File: src/rtl/lampFPU_pkg.sv
// lampFPU shared definitions: float field widths, special-value encodings and
// the round-to-nearest-even helper used by the output rounding stage.
package lampFPU_pkg;

  localparam int LAMP_FLOAT_E_DW = 8;
  localparam int LAMP_FLOAT_F_DW = 7;
  localparam int LAMP_FLOAT_DW   = 1 + LAMP_FLOAT_E_DW + LAMP_FLOAT_F_DW;

  // {exponent, fraction} encodings of the special values (sign kept separately)
  localparam logic [LAMP_FLOAT_E_DW+LAMP_FLOAT_F_DW-1:0] INF_E_F  =
    {{LAMP_FLOAT_E_DW{1'b1}}, {LAMP_FLOAT_F_DW{1'b0}}};
  localparam logic [LAMP_FLOAT_E_DW+LAMP_FLOAT_F_DW-1:0] ZERO_E_F =
    {(LAMP_FLOAT_E_DW+LAMP_FLOAT_F_DW){1'b0}};

  // Rounded result plus {overflow, underflow, inexact}; packs as {s,e,f,flags}
  typedef struct packed {
    logic                       s;
    logic [LAMP_FLOAT_E_DW-1:0] e;
    logic [LAMP_FLOAT_F_DW-1:0] f;
    logic [2:0]                 flags;
  } rndRes_t;

  // f layout: [F+4:F+3] integer bits, [F+2:3] fraction, [2] G, [1] R, [0] S.
  // Only the fraction and G/R/S take part; the integer bits carry no extra
  // information once the exponent is biased.
  function automatic rndRes_t FUNC_rndNearestEven(
    input logic                       s,
    input logic [LAMP_FLOAT_E_DW-1:0] e,
    input logic [LAMP_FLOAT_F_DW+4:0] f,
    input logic                       isToRound
  );
    rndRes_t                    res;
    logic                       lsb;
    logic                       inc;
    logic                       inexact;
    logic [LAMP_FLOAT_F_DW:0]   fracSum;
    logic [LAMP_FLOAT_E_DW:0]   expSum;
    lsb     = f[3];
    inc     = f[2] & (f[1] | f[0] | lsb);
    inexact = f[2] | f[1] | f[0];
    fracSum = {1'b0, f[LAMP_FLOAT_F_DW+2:3]} + {{LAMP_FLOAT_F_DW{1'b0}}, inc};
    // fraction carry-out bumps the exponent; fracSum low bits are then zero
    expSum  = {1'b0, e} + {{LAMP_FLOAT_E_DW{1'b0}}, fracSum[LAMP_FLOAT_F_DW]};
    if (!isToRound) begin
      res.s     = s;
      res.e     = e;
      res.f     = f[LAMP_FLOAT_F_DW+2:3];
      res.flags = 3'b000;
    end else if (e == {LAMP_FLOAT_E_DW{1'b0}}) begin
      res.s            = s;
      {res.e, res.f}   = ZERO_E_F;
      res.flags        = 3'b011;
    end else if (expSum >= {1'b0, {LAMP_FLOAT_E_DW{1'b1}}}) begin
      res.s            = s;
      {res.e, res.f}   = INF_E_F;
      res.flags        = {1'b1, 1'b0, inexact};
    end else begin
      res.s     = s;
      res.e     = expSum[LAMP_FLOAT_E_DW-1:0];
      res.f     = fracSum[LAMP_FLOAT_F_DW-1:0];
      res.flags = {2'b00, inexact};
    end
    return res;
  endfunction

endpackage

File: src/rtl/lamp_fpu_round_out_res_fifo.sv
// Synchronous first-word-fall-through FIFO holding rounded results until the
// writeback stage accepts them. Pointers wrap naturally (power-of-two depth).
module lamp_fpu_res_fifo #(
  parameter int FIFO_DEPTH = 2,
  parameter int DW         = 19
) (
  input  logic                          clk,
  input  logic                          rst,
  input  logic                          wrEn_i,
  input  logic [DW-1:0]                 wrData_i,
  input  logic                          rdEn_i,
  output logic [DW-1:0]                 rdData_o,
  output logic                          valid_o,
  output logic [$clog2(FIFO_DEPTH):0]   count_o
);

  localparam int PTR_W = $clog2(FIFO_DEPTH);
  localparam int CNT_W = PTR_W + 1;
  localparam logic [PTR_W-1:0] PTR_ONE = PTR_W'(1'b1);
  localparam logic [CNT_W-1:0] CNT_ONE = CNT_W'(1'b1);

  logic [DW-1:0]    mem [FIFO_DEPTH];
  logic [PTR_W-1:0] wrPtr_r;
  logic [PTR_W-1:0] rdPtr_r;
  logic [CNT_W-1:0] count_r;
  logic             popS;

  assign popS     = rdEn_i & valid_o;
  assign valid_o  = (count_r != {CNT_W{1'b0}});
  assign rdData_o = mem[rdPtr_r];
  assign count_o  = count_r;

  // Storage, pointers and occupancy; a push into a full FIFO only happens
  // together with a pop, so the slot being overwritten is the one leaving.
  always_ff @(posedge clk) begin
    if (rst) begin
      for (int i = 0; i < FIFO_DEPTH; i++) mem[i] <= {DW{1'b0}};
      wrPtr_r <= {PTR_W{1'b0}};
      rdPtr_r <= {PTR_W{1'b0}};
      count_r <= {CNT_W{1'b0}};
    end else begin
      if (wrEn_i) begin
        mem[wrPtr_r] <= wrData_i;
        wrPtr_r      <= wrPtr_r + PTR_ONE;
      end
      if (popS) begin
        rdPtr_r <= rdPtr_r + PTR_ONE;
      end
      case ({wrEn_i, popS})
        2'b10:   count_r <= count_r + CNT_ONE;
        2'b01:   count_r <= count_r - CNT_ONE;
        default: count_r <= count_r;
      endcase
    end
  end

endmodule

File: src/rtl/lamp_fpu_round_out.sv
// Output stage of the sqrt/invsqrt unit: rounds to nearest even, registers the
// result, and buffers it in a small FWFT FIFO with valid/ready writeback.
module lamp_fpu_round_out
  import lampFPU_pkg::*;
#(
  parameter int FIFO_DEPTH = 2
) (
  input  logic                       clk,
  input  logic                       rst,
  input  logic                       valid_i,
  input  logic                       s_i,
  input  logic [LAMP_FLOAT_E_DW-1:0] e_i,
  input  logic [LAMP_FLOAT_F_DW+4:0] f_i,
  input  logic                       isToRound_i,
  output logic                       ready_o,
  output logic [LAMP_FLOAT_DW-1:0]   res_o,
  output logic [2:0]                 flags_o,
  output logic                       valid_o,
  input  logic                       ready_i,
  output logic                       drop_o
);

  localparam int CNT_W = $clog2(FIFO_DEPTH) + 1;
  localparam int DW    = LAMP_FLOAT_DW + 3;

  rndRes_t          rndS;
  rndRes_t          stgData_r;
  logic             stgValid_r;
  logic             drop_r;
  logic             readyS;
  logic [CNT_W-1:0] fifoCount;
  logic [CNT_W:0]   occupancy;
  logic [DW-1:0]    fifoData;

  assign rndS = FUNC_rndNearestEven(s_i, e_i, f_i, isToRound_i);

  // The stage-1 entry is counted as already occupying a FIFO slot, so every
  // accepted input is guaranteed room when it leaves stage 1.
  assign occupancy = {1'b0, fifoCount} + {{CNT_W{1'b0}}, stgValid_r};
  assign readyS    = (occupancy < (CNT_W+1)'(FIFO_DEPTH));
  assign ready_o   = readyS;
  assign drop_o    = drop_r;

  // Stage-1 result register and sticky overrun flag
  always_ff @(posedge clk) begin
    if (rst) begin
      stgValid_r <= 1'b0;
      stgData_r  <= '{s: 1'b0, e: {LAMP_FLOAT_E_DW{1'b0}}, f: {LAMP_FLOAT_F_DW{1'b0}}, flags: 3'b000};
      drop_r     <= 1'b0;
    end else begin
      stgValid_r <= valid_i & readyS;
      if (valid_i & readyS) begin
        stgData_r <= rndS;
      end
      if (valid_i & ~readyS) begin
        drop_r <= 1'b1;
      end
    end
  end

  lamp_fpu_res_fifo #(
    .FIFO_DEPTH (FIFO_DEPTH),
    .DW         (DW)
  ) u_resFifo (
    .clk      (clk),
    .rst      (rst),
    .wrEn_i   (stgValid_r),
    .wrData_i (stgData_r),
    .rdEn_i   (ready_i),
    .rdData_o (fifoData),
    .valid_o  (valid_o),
    .count_o  (fifoCount)
  );

  assign res_o   = fifoData[DW-1:3];
  assign flags_o = fifoData[2:0];

endmodule

File: config.mk
export PLATFORM = sky130hd
export DESIGN_NAME = lamp_fpu_round_out
export DESIGN_NICKNAME = d
export VERILOG_FILES = /design/src/rtl/lampFPU_pkg.sv /design/src/rtl/lamp_fpu_round_out_res_fifo.sv /design/src/rtl/lamp_fpu_round_out.sv
export SDC_FILE = /design/constraint.sdc
export NUM_CORES = 1
export LEC_CHECK = 0
export ABC_AREA = 1
export CAP_MARGIN = 40
export CORE_AREA = 2 2 98 72
export DETAILED_ROUTE_END_ITERATION = 8
export DIE_AREA = 0 0 100 74
export HOLD_SLACK_MARGIN = 0.02
export MAX_ROUTING_LAYER = met4
export PLACE_DENSITY = 0.84
export SLEW_MARGIN = 20
export SYNTH_ARGS = -nofsm -noshare
export SYNTH_HDL_FRONTEND = slang
export SYNTH_SLANG_ARGS = --single-unit
File: constraint.sdc
create_clock -name clk -period 3.96 [get_ports clk]
set_clock_uncertainty 0.05 [all_clocks]
set_input_delay 0.792 -clock clk [delete_from_list [all_inputs] [get_ports clk]]
set_output_delay 0.792 -clock clk [all_outputs]
set_load 0.03 [all_outputs]
-- Word-level counts from Yosys, hierarchy flattened
Memories as Yosys holds them, arrays and structs flattened. A register that Yosys moved wholly into a read port is not among the register bits.
Cells that the tools add are included.
- reductions and logical operators: 4
- multiplexer cells: 14
- equality and inequality tests: 2
- $lt $le $gt $ge: 2
- add/sub/neg operators: 7
- bitwise gates (word level): 9
- operators with widths (operator ; count):
    18-bit 2-to-1 mux ; 3
    19-bit 2-to-1 mux ; 1
    19-bit OR reduction ; 1
    8-bit by 1-bit adder with 9-bit output ; 1
    9-bit by 8-bit >= comparator with 1-bit output, second input constant ; 1
    1-bit 2-to-1 mux ; 9
    7-bit by 1-bit adder with 8-bit output ; 1
    8-bit zero test ; 1
    1-bit bitwise AND ; 4
    1-bit bitwise OR ; 4
    2-bit one-hot mux with 2 select lines ; 1
    2-bit nonzero test ; 2
    2-bit by 1-bit adder with 3-bit output ; 1
    3-bit by 2-bit less-than comparator with 1-bit output, second input constant ; 1
    1-bit adder, second input constant ; 2
    2-bit by 1-bit adder with 2-bit output, second input constant ; 1
    2-bit by 1-bit == test with 1-bit output, second input constant ; 1
    2-bit == test, second input constant ; 1
    2-bit by 1-bit subtractor with 2-bit output, second input constant ; 1
    1-bit NOT ; 1
- logic and storage cells: 48
- RAM bits: 38
- flip-flop bits (word level): 25
- memories kept: 1
- output and inout bits: 22
- input bits: 26
- memory list (memory ; words ; bits a word ; rd ports ; clocked after memory_dff ; write ports ; line ; source):
    u_resFifo.mem ; 2 ; 19 ; 1 ; 1 ; 2 ; lamp_fpu_round_out_res_fifo.sv:22 ; logic [DW-1:0] mem [FIFO_DEPTH];

-- Logic depth before layout (Yosys ltp)
Gate-level depths: netlist of run 1.
- depth in word-level cells: 9
- depth in mapped cells: 19
- gate-level depth less buffers: 18

-- Hierarchy
Synthesis of run 1 repeated with hierarchy kept, for this count alone.
- cells, all modules: 359
- area total of the unflattened synthesis: 3151.8 um2
- by module, submodules not included (module ; instances ; cells each ; area each (um2) ; sequential area each (um2)):
    lamp_fpu_res_fifo ; 1 ; 158 ; 1899.3 ; 1241.2
    lamp_fpu_round_out ; 1 ; 201 ; 1252.5 ; 420.4

-- Least setup slack after synthesis of run 1
OpenSTA, ideal clock, no wires.
- kind: input to register
- start point: in f_i[3]
- end point: reg stgData_r[15] in the netlist's numbering
- stages on the path: 19
- library setup time: 0.066 ns
- buffers on the path: 1
- data required time: 3.844 ns
- path slack: 1.292 ns
- data arrival time: 2.552 ns
- cell sequence: nand2_1 > inv_1 > nand2_1 > nor2_1 > nand3_1 > nor2_1 > ha_1 > ha_1 > nand2_2 > nor2_4 > nand2_2 > nand2_2 > nand2_2 > nor2_2 > nand3_2 > buf_6 > nand3_1 > nand2_1 > a21oi_2
- word-level cells in the longest chain between the ends: 8
- RTL lines (element ; line ; source):
    start, declared ; lamp_fpu_round_out.sv:13 ; input logic [LAMP_FLOAT_F_DW+4:0] f_i,
    1-bit bitwise OR ; lampFPU_pkg.sv:39 ; inc = f[2] & (f[1] | f[0] | lsb);
    1-bit bitwise AND ; lampFPU_pkg.sv:39 ;
    7-bit by 1-bit adder with 8-bit output (*) ; lampFPU_pkg.sv:41 ; fracSum = {1'b0, f[LAMP_FLOAT_F_DW+2:3]} + {{LAMP_FLOAT_F_DW{1'b0}}, inc};
    8-bit by 1-bit adder with 9-bit output (*) ; lampFPU_pkg.sv:43 ; expSum = {1'b0, e} + {{LAMP_FLOAT_E_DW{1'b0}}, fracSum[LAMP_FLOAT_F_DW]};
    9-bit by 8-bit >= comparator with 1-bit output ; lampFPU_pkg.sv:53 ; end else if (expSum >= {1'b0, {LAMP_FLOAT_E_DW{1'b1}}}) begin
    18-bit 2-to-1 mux (*) ; lampFPU_pkg.sv:53 ;
    18-bit 2-to-1 mux (*) ; lampFPU_pkg.sv:49 ; end else if (e == {LAMP_FLOAT_E_DW{1'b0}}) begin
    18-bit 2-to-1 mux (*) ; lampFPU_pkg.sv:44 ; if (!isToRound) begin
    end signal, assigned ; lamp_fpu_round_out.sv:48 ; stgData_r <= '{s: 1'b0, e: {LAMP_FLOAT_E_DW{1'b0}}, f: {LAMP_FLOAT_F_DW{1'b0}}, flags: 3'b000};
    end signal, assigned ; lamp_fpu_round_out.sv:53 ; stgData_r <= rndS;
    end, declared ; lamp_fpu_round_out.sv:27 ; rndRes_t stgData_r;
Every way passes the cells marked *; elsewhere a longest branch is shown, timed or not.
A chain may end at the register's enable or synchronous reset.

-- Final worst setup path of run 1
- start point: in f_i[3]
- end point: reg stgData_r[11] in the netlist's numbering
The elaborated chain is that of the path after synthesis.

==> impl_metrics.sql, run 1 <==
INSERT INTO impl_metrics (metric_group, metric, value, unit) VALUES
('floorplan', 'io-pin-count', '48', ''),
('clocking', 'cts_inserted_buffers', '9', ''),
('placement', 'placement.io_buffers', '45', ''),
('timing', 'final.setup.tns', '0', 'ps'),
('logic_synthesis', 'synth.yosys.seq_area_share', '53.27', '%'),
('setup_path', 'critPathMaxFanout', '14', ''),
('routing', 'dr_total_vias', '2494', ''),
('logic_synthesis', 'synth-warning-count', '0', ''),
('flow_run', 'drv.max_cap_violation_count', '0', ''),
('setup_path', 'crit_path_start_kind', 'primary input', ''),
('logic_synthesis', 'synthesis.area_per_instance', '8.989', 'um^2'),
('global_routing', 'globalRouteTotalUtil', '20.54', '%'),
('timing', 'final_max_slew_viol_count', '0', ''),
('floorplan', 'initial_core_util', '47.94', '%'),
('setup_path', 'endpoint_kind', 'flop', ''),
('setup_path', 'worst_ep_required_time', '4170', 'ps'),
('timing', 'report.final.setup_viol', '0', ''),
('timing', 'timing_hold_violations_final', '0', ''),
('global_routing', 'grt_first_pass_wirelength', '11310', 'um'),
('logic_synthesis', 'postSynthRegisterBits', '64', ''),
('timing', 'worstMarginPinSlew', '748.2', 'ps'),
('floorplan', 'die_w', '100', 'um'),
('power_and_ir_drop', 'irDropWorstVdd', '0.0001613', 'V'),
('routing', 'antenna_violating_nets_post_route', '0', ''),
('logic_synthesis', 'synth.distinct_cells', '29', ''),
('logic_synthesis', 'synth_top_flop_cell', 'sky130_fd_sc_hd__edfxtp_1', ''),
('global_routing', 'vias_in_the_first_global_route', '2411', ''),
('routing', 'avgViaCountPerCell', '5.185', ''),
('floorplan', 'core_area', '0.006506', 'mm^2'),
('routing', 'dr.pass1.iters', '6', ''),
('power_and_ir_drop', 'total_power', '1.779', 'mW'),
('setup_path', 'setup.worst_path.start', 'f_i[3]', ''),
('routing', 'routedWlPerCell', '14.31', 'um'),
('placement', 'post-dp-hpwl', '4598', 'um'),
('finish', 'layout-drive-gt1-share', '14.00', '%'),
('timing', 'min_period', '3261', 'ps'),
('setup_path', 'reg2reg_depth', '7', ''),
('logic_synthesis', 'synth.cell_area', '0.003119', 'mm^2'),
('timing', 'rsz0062_at_grt', 'no', ''),
('power_and_ir_drop', 'pwr_density_cell', '458.7', 'mW/mm^2'),
('floorplan', 'rows', '25', ''),
('outcome', 'status', 'finished clean', ''),
('clocking', 'ctsResizeCount', '0', ''),
('logic_synthesis', 'async_reset_ff_share', '0', '%'),
('logic_synthesis', 'syn_nets', '377', ''),
('placement', 'gp_weighted_congestion', '0.9184', ''),
('timing', 'fraction_of_the_cycle_the_final_worst_path_needs', '82.35', '%'),
('routing', 'route.final.wire_length', '6885', 'um'),
('clocking', 'cts.clk_slew.worst_paths', '70', 'ps'),
('floorplan', 'chipHeight', '74', 'um'),
('timing', 'timing.fmax', '306.7', 'MHz'),
('clocking', 'postCtsSetupRepairBufs', '0', ''),
('hold_path', 'worstHoldPathType', 'reg2reg', ''),
('routing', 'drc_errors', '0', ''),
('finish', 'area_growth_syn_to_layout', '24.35', '%'),
('finish', 'fillerInstances', '552', ''),
('setup_path', 'worstPathArrival', '3470', 'ps'),
('setup_path', 'reg2reg_setup_slack', '1730', 'ps'),
('logic_synthesis', 'number_of_synthesized_flops_with_an_enable_pin', '38', ''),
('setup_path', 'critPathKind', 'in2reg', ''),
('setup_path', 'rr_startpoint', 'stgValid_r', ''),
('logic_synthesis', 'syn-instance-count', '347', ''),
('clocking', 'tritoncts', 'done', ''),
('floorplan', 'floorplan.die_area', '0.007400', 'mm^2'),
('global_routing', 'pin_count_of_the_biggest_net_entering_global_routing', '25', ''),
('setup_path', 'cp_endpoint', 'stgData_r[11]', ''),
('finish', 'nets', '425', ''),
('clocking', 'numClockSinks', '64', ''),
('global_routing', 'antenna_found_initial', '0', ''),
('finish', 'insertedDiodeCount', '0', ''),
('clocking', 'hold_buffers', '0', ''),
('finish', 'finalCoreUtilization', '59.62', '%'),
('global_routing', 'grt_overflow_total', '0', ''),
('routing', 'drt_iter0_drc', '179', ''),
('clocking', 'worst_skew_pair.late_latency', '330', 'ps'),
('setup_path', 'capturing_point_of_the_worst_reg2reg_path', 'stgData_r[16]', ''),
('timing', 'slew_headroom', '50.00', '%'),
('power_and_ir_drop', 'p_leak', '1.572', 'nW'),
('clocking', 'clock_tree.buffer_depth', '2', ''),
('clocking', 'h-tree-depth', '3', ''),
('clocking', 'cts-root-buf', 'sky130_fd_sc_hd__clkbuf_8', '');
## final cells by class
type	instances	area, um^2	area share, %
sequential	64	1662	42.84
clock buffer	12	145.1	3.742
inverter	50	187.7	4.839
tap	81	101.3	2.613
timing repair buffer	51	510.5	13.16
multi-input combinational	219	1202	31.00
clock inverter	4	70.07	1.806
## placed cells by master, fill, tap and decap left out, types with 2 or more instances in the layout
cell,n
sky130_fd_sc_hd__a21oi_1,37
sky130_fd_sc_hd__a21oi_2,2
sky130_fd_sc_hd__buf_4,3
sky130_fd_sc_hd__buf_6,2
sky130_fd_sc_hd__bufinv_16,2
sky130_fd_sc_hd__clkbuf_1,2
sky130_fd_sc_hd__clkbuf_8,10
sky130_fd_sc_hd__clkdlybuf4s50_1,45
sky130_fd_sc_hd__clkinv_1,3
sky130_fd_sc_hd__clkinv_2,2
sky130_fd_sc_hd__dfxtp_1,26
sky130_fd_sc_hd__edfxtp_1,38
sky130_fd_sc_hd__ha_1,4
sky130_fd_sc_hd__inv_1,46
sky130_fd_sc_hd__mux2_2,19
sky130_fd_sc_hd__nand2_1,41
sky130_fd_sc_hd__nand2_2,7
sky130_fd_sc_hd__nand3_1,13
sky130_fd_sc_hd__nand3_2,2
sky130_fd_sc_hd__nand4_1,11
sky130_fd_sc_hd__nor2_1,49
sky130_fd_sc_hd__nor2_2,3
sky130_fd_sc_hd__o21ai_0,20
sky130_fd_sc_hd__o21ai_1,3
sky130_fd_sc_hd__xor2_1,3
## worst max-delay path, stage by stage
cell and delay [ps]:
sky130_fd_sc_hd__clkdlybuf4s50_1 500, sky130_fd_sc_hd__nand2_1 60, sky130_fd_sc_hd__inv_1 120, sky130_fd_sc_hd__nand2_1 70
sky130_fd_sc_hd__nor2_1 180, sky130_fd_sc_hd__nand3_1 120, sky130_fd_sc_hd__nor2_1 110, sky130_fd_sc_hd__ha_1 210
sky130_fd_sc_hd__ha_1 200, sky130_fd_sc_hd__nand2_2 90, sky130_fd_sc_hd__nor2_4 140, sky130_fd_sc_hd__nand2_2 70
sky130_fd_sc_hd__nand2_2 60, sky130_fd_sc_hd__nand2_2 60, sky130_fd_sc_hd__nor2_2 80, sky130_fd_sc_hd__nand3_2 250
sky130_fd_sc_hd__nand3_1 150, sky130_fd_sc_hd__nand2_1 70, sky130_fd_sc_hd__a21oi_1 140
## logic make-up (layout without fill, tap and decap cells)
group / count (synthesis) / count (layout) / share of synthesized area [%]
flip-flops: 64 / 64 / 53.27
buffers and inverters: 64 / 117 / 8.183
multiplexers: 19 / 19 / 6.859
AND/OR/NAND/NOR: 128 / 128 / 18.33
AO/OA/AOI/OAI: 65 / 65 / 10.91
XOR/XNOR: 3 / 3 / 0.8425
adder cells (fa/ha/maj): 4 / 4 / 1.605
## stage by stage
| step | area, um^2 | worst slack [ps] | hold WS, ps | cells |
|---|---|---|---|---|
| floorplan | 3119 | 1292 | 375.5 | 347 |
| global placement | 3626 | 493.4 | 389.6 | 462 |
| CTS | 3841 | 734.2 | 417.7 | 478 |
| global route | 3879 | 450.3 | 437.6 | 481 |
| finish | 3879 | 699.1 | 420.4 | 481 |
| detailed placement | 3626 | 395.8 | 394.6 | 462 |
## how the worst min path moves through the flow
stage	start	cells past startpoint	slack [ps]	endpoint
CTS	stgData_r[2]	2	420	stgData_r[2]
finish	stgData_r[2]	2	420	stgData_r[2]
detailed placement	u_resFifo.rdPtr_r	1	390	flop
global placement	u_resFifo.rdPtr_r	1	390	u_resFifo.rdPtr_r
global route	u_resFifo.rdPtr_r	1	440	u_resFifo.rdPtr_r
floorplan	u_resFifo.rdPtr_r	1	380	flop
## registers in the layout (all words and copies together) (netlist names), named ones only
signal and flops:
u_resFifo.mem 38, u_resFifo.wrPtr_r 1, stgData_r 19, drop_o 1, stgValid_r 1, u_resFifo.count_o 2
u_resFifo.rdPtr_r 1
## power breakdown
part / switching (mW) / internal [mW] / total (mW) / leakage (nW)
Clock: 0.239 / 0.370 / 0.609 / 0.110
Sequential: 0.0312 / 0.761 / 0.792 / 0.610
Combinational: 0.224 / 0.154 / 0.378 / 0.852
Total: 0.494 / 1.28 / 1.78 / 1.57
## routing by layer
| layer | track usage (%) | part of all wire (%) |
|---|---|---|
| met1 | 27.43 | 47 |
| met2 | 30.86 | 46 |
| met3 | 6.203 | 6.8 |
| met4 | 5.479 | 0.65 |
| met5 | - | 0 |
## cell usage after synthesis (4+ instances only)
cell,count,area share (%)
sky130_fd_sc_hd__o21ai_0,20,3.2
sky130_fd_sc_hd__inv_1,46,5.5
sky130_fd_sc_hd__nand4_1,11,2.2
sky130_fd_sc_hd__nand2_2,7,1.4
sky130_fd_sc_hd__nor2_1,49,5.9
sky130_fd_sc_hd__clkbuf_1,8,0.96
sky130_fd_sc_hd__dfxtp_1,26,17
sky130_fd_sc_hd__a21oi_1,37,5.9
sky130_fd_sc_hd__nand3_1,13,2.1
sky130_fd_sc_hd__nand2_1,41,4.9
sky130_fd_sc_hd__mux2_2,19,6.9
sky130_fd_sc_hd__edfxtp_1,38,37
sky130_fd_sc_hd__ha_1,4,1.6
No activity file was read; power rests on OpenSTA's default activity.
==> run 2: changes to the inputs <==
--- a/config.mk
+++ b/config.mk
@@ -7,12 +7,12 @@
 export LEC_CHECK = 0
 export ABC_AREA = 1
 export CAP_MARGIN = 40
-export CORE_AREA = 2 2 98 72
+export CORE_AREA = 2 2 100 73
 export DETAILED_ROUTE_END_ITERATION = 8
-export DIE_AREA = 0 0 100 74
+export DIE_AREA = 0 0 102 75
 export HOLD_SLACK_MARGIN = 0.02
 export MAX_ROUTING_LAYER = met4
-export PLACE_DENSITY = 0.84
+export PLACE_DENSITY = 0.85
 export SLEW_MARGIN = 20
 export SYNTH_ARGS = -nofsm -noshare
 export SYNTH_HDL_FRONTEND = slang
==> constraint.sdc (replaced) <==
create_clock -name clk -period 2.6 [get_ports clk]
set_clock_uncertainty 0.05 [all_clocks]
set_input_delay 0.52 -clock clk [delete_from_list [all_inputs] [get_ports clk]]
set_output_delay 0.52 -clock clk [all_outputs]
set_load 0.03 [all_outputs]
==> run 2 against run 1 <==
Clock-buffer cell count is the same. First-iteration DRC count up 5.6%. Clock power grew 20%. Cell area rose by 8.2%. Via count grew 6.6%. Sequential power up 52%. Total power rose by 43%. Routed wire length increased by 5.5%.
==> impl_metrics.sql, run 2 (synthesized netlist as in run 1, its figures left out) <==
INSERT INTO impl_metrics (metric_group, metric, value, unit) VALUES
('placement', 'gp_weighted_congestion', '0.8116', ''),
('timing', 'report.final.setup_viol', '0', ''),
('routing', 'routedWlPerCell', '13.69', 'um'),
('clocking', 'cts-root-buf', 'sky130_fd_sc_hd__clkbuf_8', ''),
('power_and_ir_drop', 'combinationalPowerShare', '24.5', '%'),
('setup_path', 'worstPathArrival', '2690', 'ps'),
('clocking', 'hold_buffers', '0', ''),
('clocking', 'cts_inserted_buffers', '9', ''),
('power_and_ir_drop', 'pwr_density_cell', '606.6', 'mW/mm^2'),
('outcome', 'status', 'finished clean', ''),
('routing', 'antenna_violating_nets_post_route', '0', ''),
('hold_path', 'worstHoldPathType', 'reg2reg', ''),
('placement', 'placement.io_buffers', '45', ''),
('routing', 'drt_iter0_drc', '189', ''),
('finish', 'fillerInstances', '578', ''),
('timing', 'slew_headroom', '73.48', '%'),
('routing', 'route.final.wire_length', '7267', 'um'),
('power_and_ir_drop', 'power.switching', '0.7596', 'mW'),
('clocking', 'numClockSinks', '64', ''),
('power_and_ir_drop', 'p_leak', '1.767', 'nW'),
('floorplan', 'io-pin-count', '48', ''),
('global_routing', 'antenna_found_initial', '0', ''),
('routing', 'drc_errors', '0', ''),
('finish', 'area_growth_syn_to_layout', '34.54', '%'),
('global_routing', 'vias_in_the_first_global_route', '2558', ''),
('power_and_ir_drop', 'netSwitchingFraction', '29.84', '%'),
('finish', 'nets', '462', ''),
('setup_path', 'critPathMaxFanout', '3', ''),
('power_and_ir_drop', 'total_power', '2.546', 'mW'),
('routing', 'dr.pass1.iters', '4', ''),
('placement', 'dpl-instance-area', '0.003860', 'mm^2'),
('flow_run', 'drv.max_cap_violation_count', '0', ''),
('floorplan', 'chipHeight', '75', 'um'),
('timing', 'worstMarginPinSlew', '397.4', 'ps'),
('floorplan', 'initial_core_util', '47.04', '%'),
('power_and_ir_drop', 'pwr-share-clk', '28.6', '%'),
('power_and_ir_drop', 'internal_power', '1.786', 'mW'),
('setup_path', 'worst_ep_required_time', '2770', 'ps'),
('routing', 'avgViaCountPerCell', '5.008', ''),
('routing', 'dr_total_vias', '2659', ''),
('finish', 'seqCellArea', '0.001662', 'mm^2'),
('finish', 'insertedDiodeCount', '0', ''),
('clocking', 'tritoncts', 'done', ''),
('timing', 'timing.fmax', '397.0', 'MHz'),
('clocking', 'h-tree-depth', '3', ''),
('setup_path', 'crit_path_start_kind', 'primary input', ''),
('finish', 'flip_flop_count_of_the_largest_register_all_copies_and_words_added', '38', ''),
('power_and_ir_drop', 'pwr-share-seq', '47.0', '%'),
('floorplan', 'die_w', '102', 'um'),
('timing', 'timing_hold_violations_final', '0', ''),
('floorplan', 'core_area', '0.006631', 'mm^2'),
('setup_path', 'critPathKind', 'in2reg', ''),
('finish', 'layout.cell_area.non_filler', '0.004197', 'mm^2'),
('global_routing', 'globalRouteTotalUtil', '20.94', '%'),
('placement', 'place_worst_setup_slack', '-494.2', 'ps'),
('timing', 'fraction_of_the_cycle_the_final_worst_path_needs', '96.88', '%'),
('timing', 'final.setup.worst_slack', '81.20', 'ps'),
('timing', 'min_period', '2519', 'ps'),
('clocking', 'cts.clk_slew.worst_paths', '70', 'ps'),
('placement', 'post-dp-hpwl', '4892', 'um'),
('finish', 'layout_common_cells', 'sky130_fd_sc_hd__nor2_1, sky130_fd_sc_hd__inv_1, sky130_fd_sc_hd__buf_4, sky130_fd_sc_hd__clkdlybuf4s50_1, sky130_fd_sc_hd__nand2_1', ''),
('global_routing', 'pin_count_of_the_biggest_net_entering_global_routing', '21', ''),
('finish', 'final_common_cell', 'sky130_fd_sc_hd__nor2_1', ''),
('timing', 'final_max_slew_viol_count', '0', ''),
('global_routing', 'grt_first_pass_wirelength', '11930', 'um'),
('clocking', 'clock_tree.buffer_depth', '2', ''),
('global_routing', 'grt_overflow_total', '0', ''),
('clocking', 'worst_skew_pair.late_latency', '330', 'ps'),
('setup_path', 'endpoint_kind', 'flop', ''),
('power_and_ir_drop', 'irDropWorstVdd', '0.0002236', 'V'),
('finish', 'layout-drive-gt1-share', '23.80', '%'),
('placement', 'placed_cells_incl_taps', '504', ''),
('timing', 'final.setup.tns', '0', 'ps'),
('floorplan', 'floorplan.die_area', '0.007650', 'mm^2'),
('finish', 'max_flop_register', 'u_resFifo.mem', ''),
('finish', 'multi_input_combinational_cell_area', '0.001294', 'mm^2'),
('finish', 'post_layout_nonfiller_instances', '531', ''),
('floorplan', 'rows', '25', '');
==> run 2: cell count changes in the layout (fill, tap and decap cells not counted), sizes merged, moves of 2 or more <==
cell / delta
buf: +36
clkinv: +2
bufinv: -2
dlymetal6s2s: +3
clkdlybuf4s50: -5
dlygate4sd2: +2
==> run 2: stage by stage <==
step | hold slack [ps] | util (%)
2_1_floorplan | 375.5 | -
3_3_place_gp | 388.4 | 58.21
3_5_place_dp | 396.9 | 58.21
4_1_cts | 408.9 | 62.62
5_1_grt | 462.6 | 63.28
6_report | 410.9 | 63.28
==> run 2: repair_timing <==
action | 4_1_cts | 5_1_grt
cloned | 1 | 0
resized for setup | 11 | 12
endpoints found under the setup margin | 14 | 15
buffers inserted | 10 | 0
pin swaps | 8 | 6
==> run 2: worst paths after layout <==
| check | startpoint | end | slack, ps | cells past startpoint |
|---|---|---|---|---|
| min reg2reg | u_resFifo.rdPtr_r | u_resFifo.rdPtr_r | 410 | 1 |
| max | f_i[2] | stgData_r[9] | 80 | 18 |
| max reg2reg | stgValid_r | stgData_r[6] | 920 | 7 |
| min | u_resFifo.rdPtr_r | u_resFifo.rdPtr_r | 410 | 1 |
==> run 2: layout make-up <==
type                       count  area share [%]
tap                           94           2.803
sequential                    64           39.59
clock buffer                  12           3.459
inverter                      50           4.472
clock inverter                 4          0.4770
timing repair buffer          87           18.37
multi-input combinational    220           30.83
==> run 2: per-layer routing <==
| metal | track usage, % | vias up | wire [um] |
|---|---|---|---|
| li1 | - | 1327 | - |
| met1 | 28.28 | 1231 | 3231 |
| met2 | 32.38 | 92 | 3581 |
| met3 | 3.064 | 9 | 395 |
| met4 | 7.852 | 0 | 59 |
| met5 | - | - | 0 |
==> run 2: worst max-delay path, cell delays in order <==
cell and delay (ps):
sky130_fd_sc_hd__dlygate4sd2_1 250, sky130_fd_sc_hd__nand2_1 90, sky130_fd_sc_hd__inv_1 70, sky130_fd_sc_hd__buf_4 130, sky130_fd_sc_hd__buf_4 120, sky130_fd_sc_hd__buf_4 120, sky130_fd_sc_hd__buf_4 120, sky130_fd_sc_hd__buf_4 110
sky130_fd_sc_hd__buf_4 120, sky130_fd_sc_hd__buf_4 120, sky130_fd_sc_hd__buf_4 120, sky130_fd_sc_hd__buf_4 140, sky130_fd_sc_hd__ha_1 220, sky130_fd_sc_hd__nand4_1 120, sky130_fd_sc_hd__xor2_1 140, sky130_fd_sc_hd__inv_1 50
sky130_fd_sc_hd__nand4_1 80, sky130_fd_sc_hd__a21oi_1 70
==> run 2: power groups by stage <==
| stage | Sequential (mW) | Combinational (mW) | Clock, mW |
|---|---|---|---|
| after global placement | 1.21 | 0.582 | 0 |
| after detailed placement | 1.22 | 0.597 | 0 |
| after floorplan | 1.21 | 0.366 | 0 |
| after global routing | 1.20 | 0.678 | 0.770 |
| after CTS | 1.19 | 0.615 | 0.731 |
| final | 1.20 | 0.622 | 0.728 |
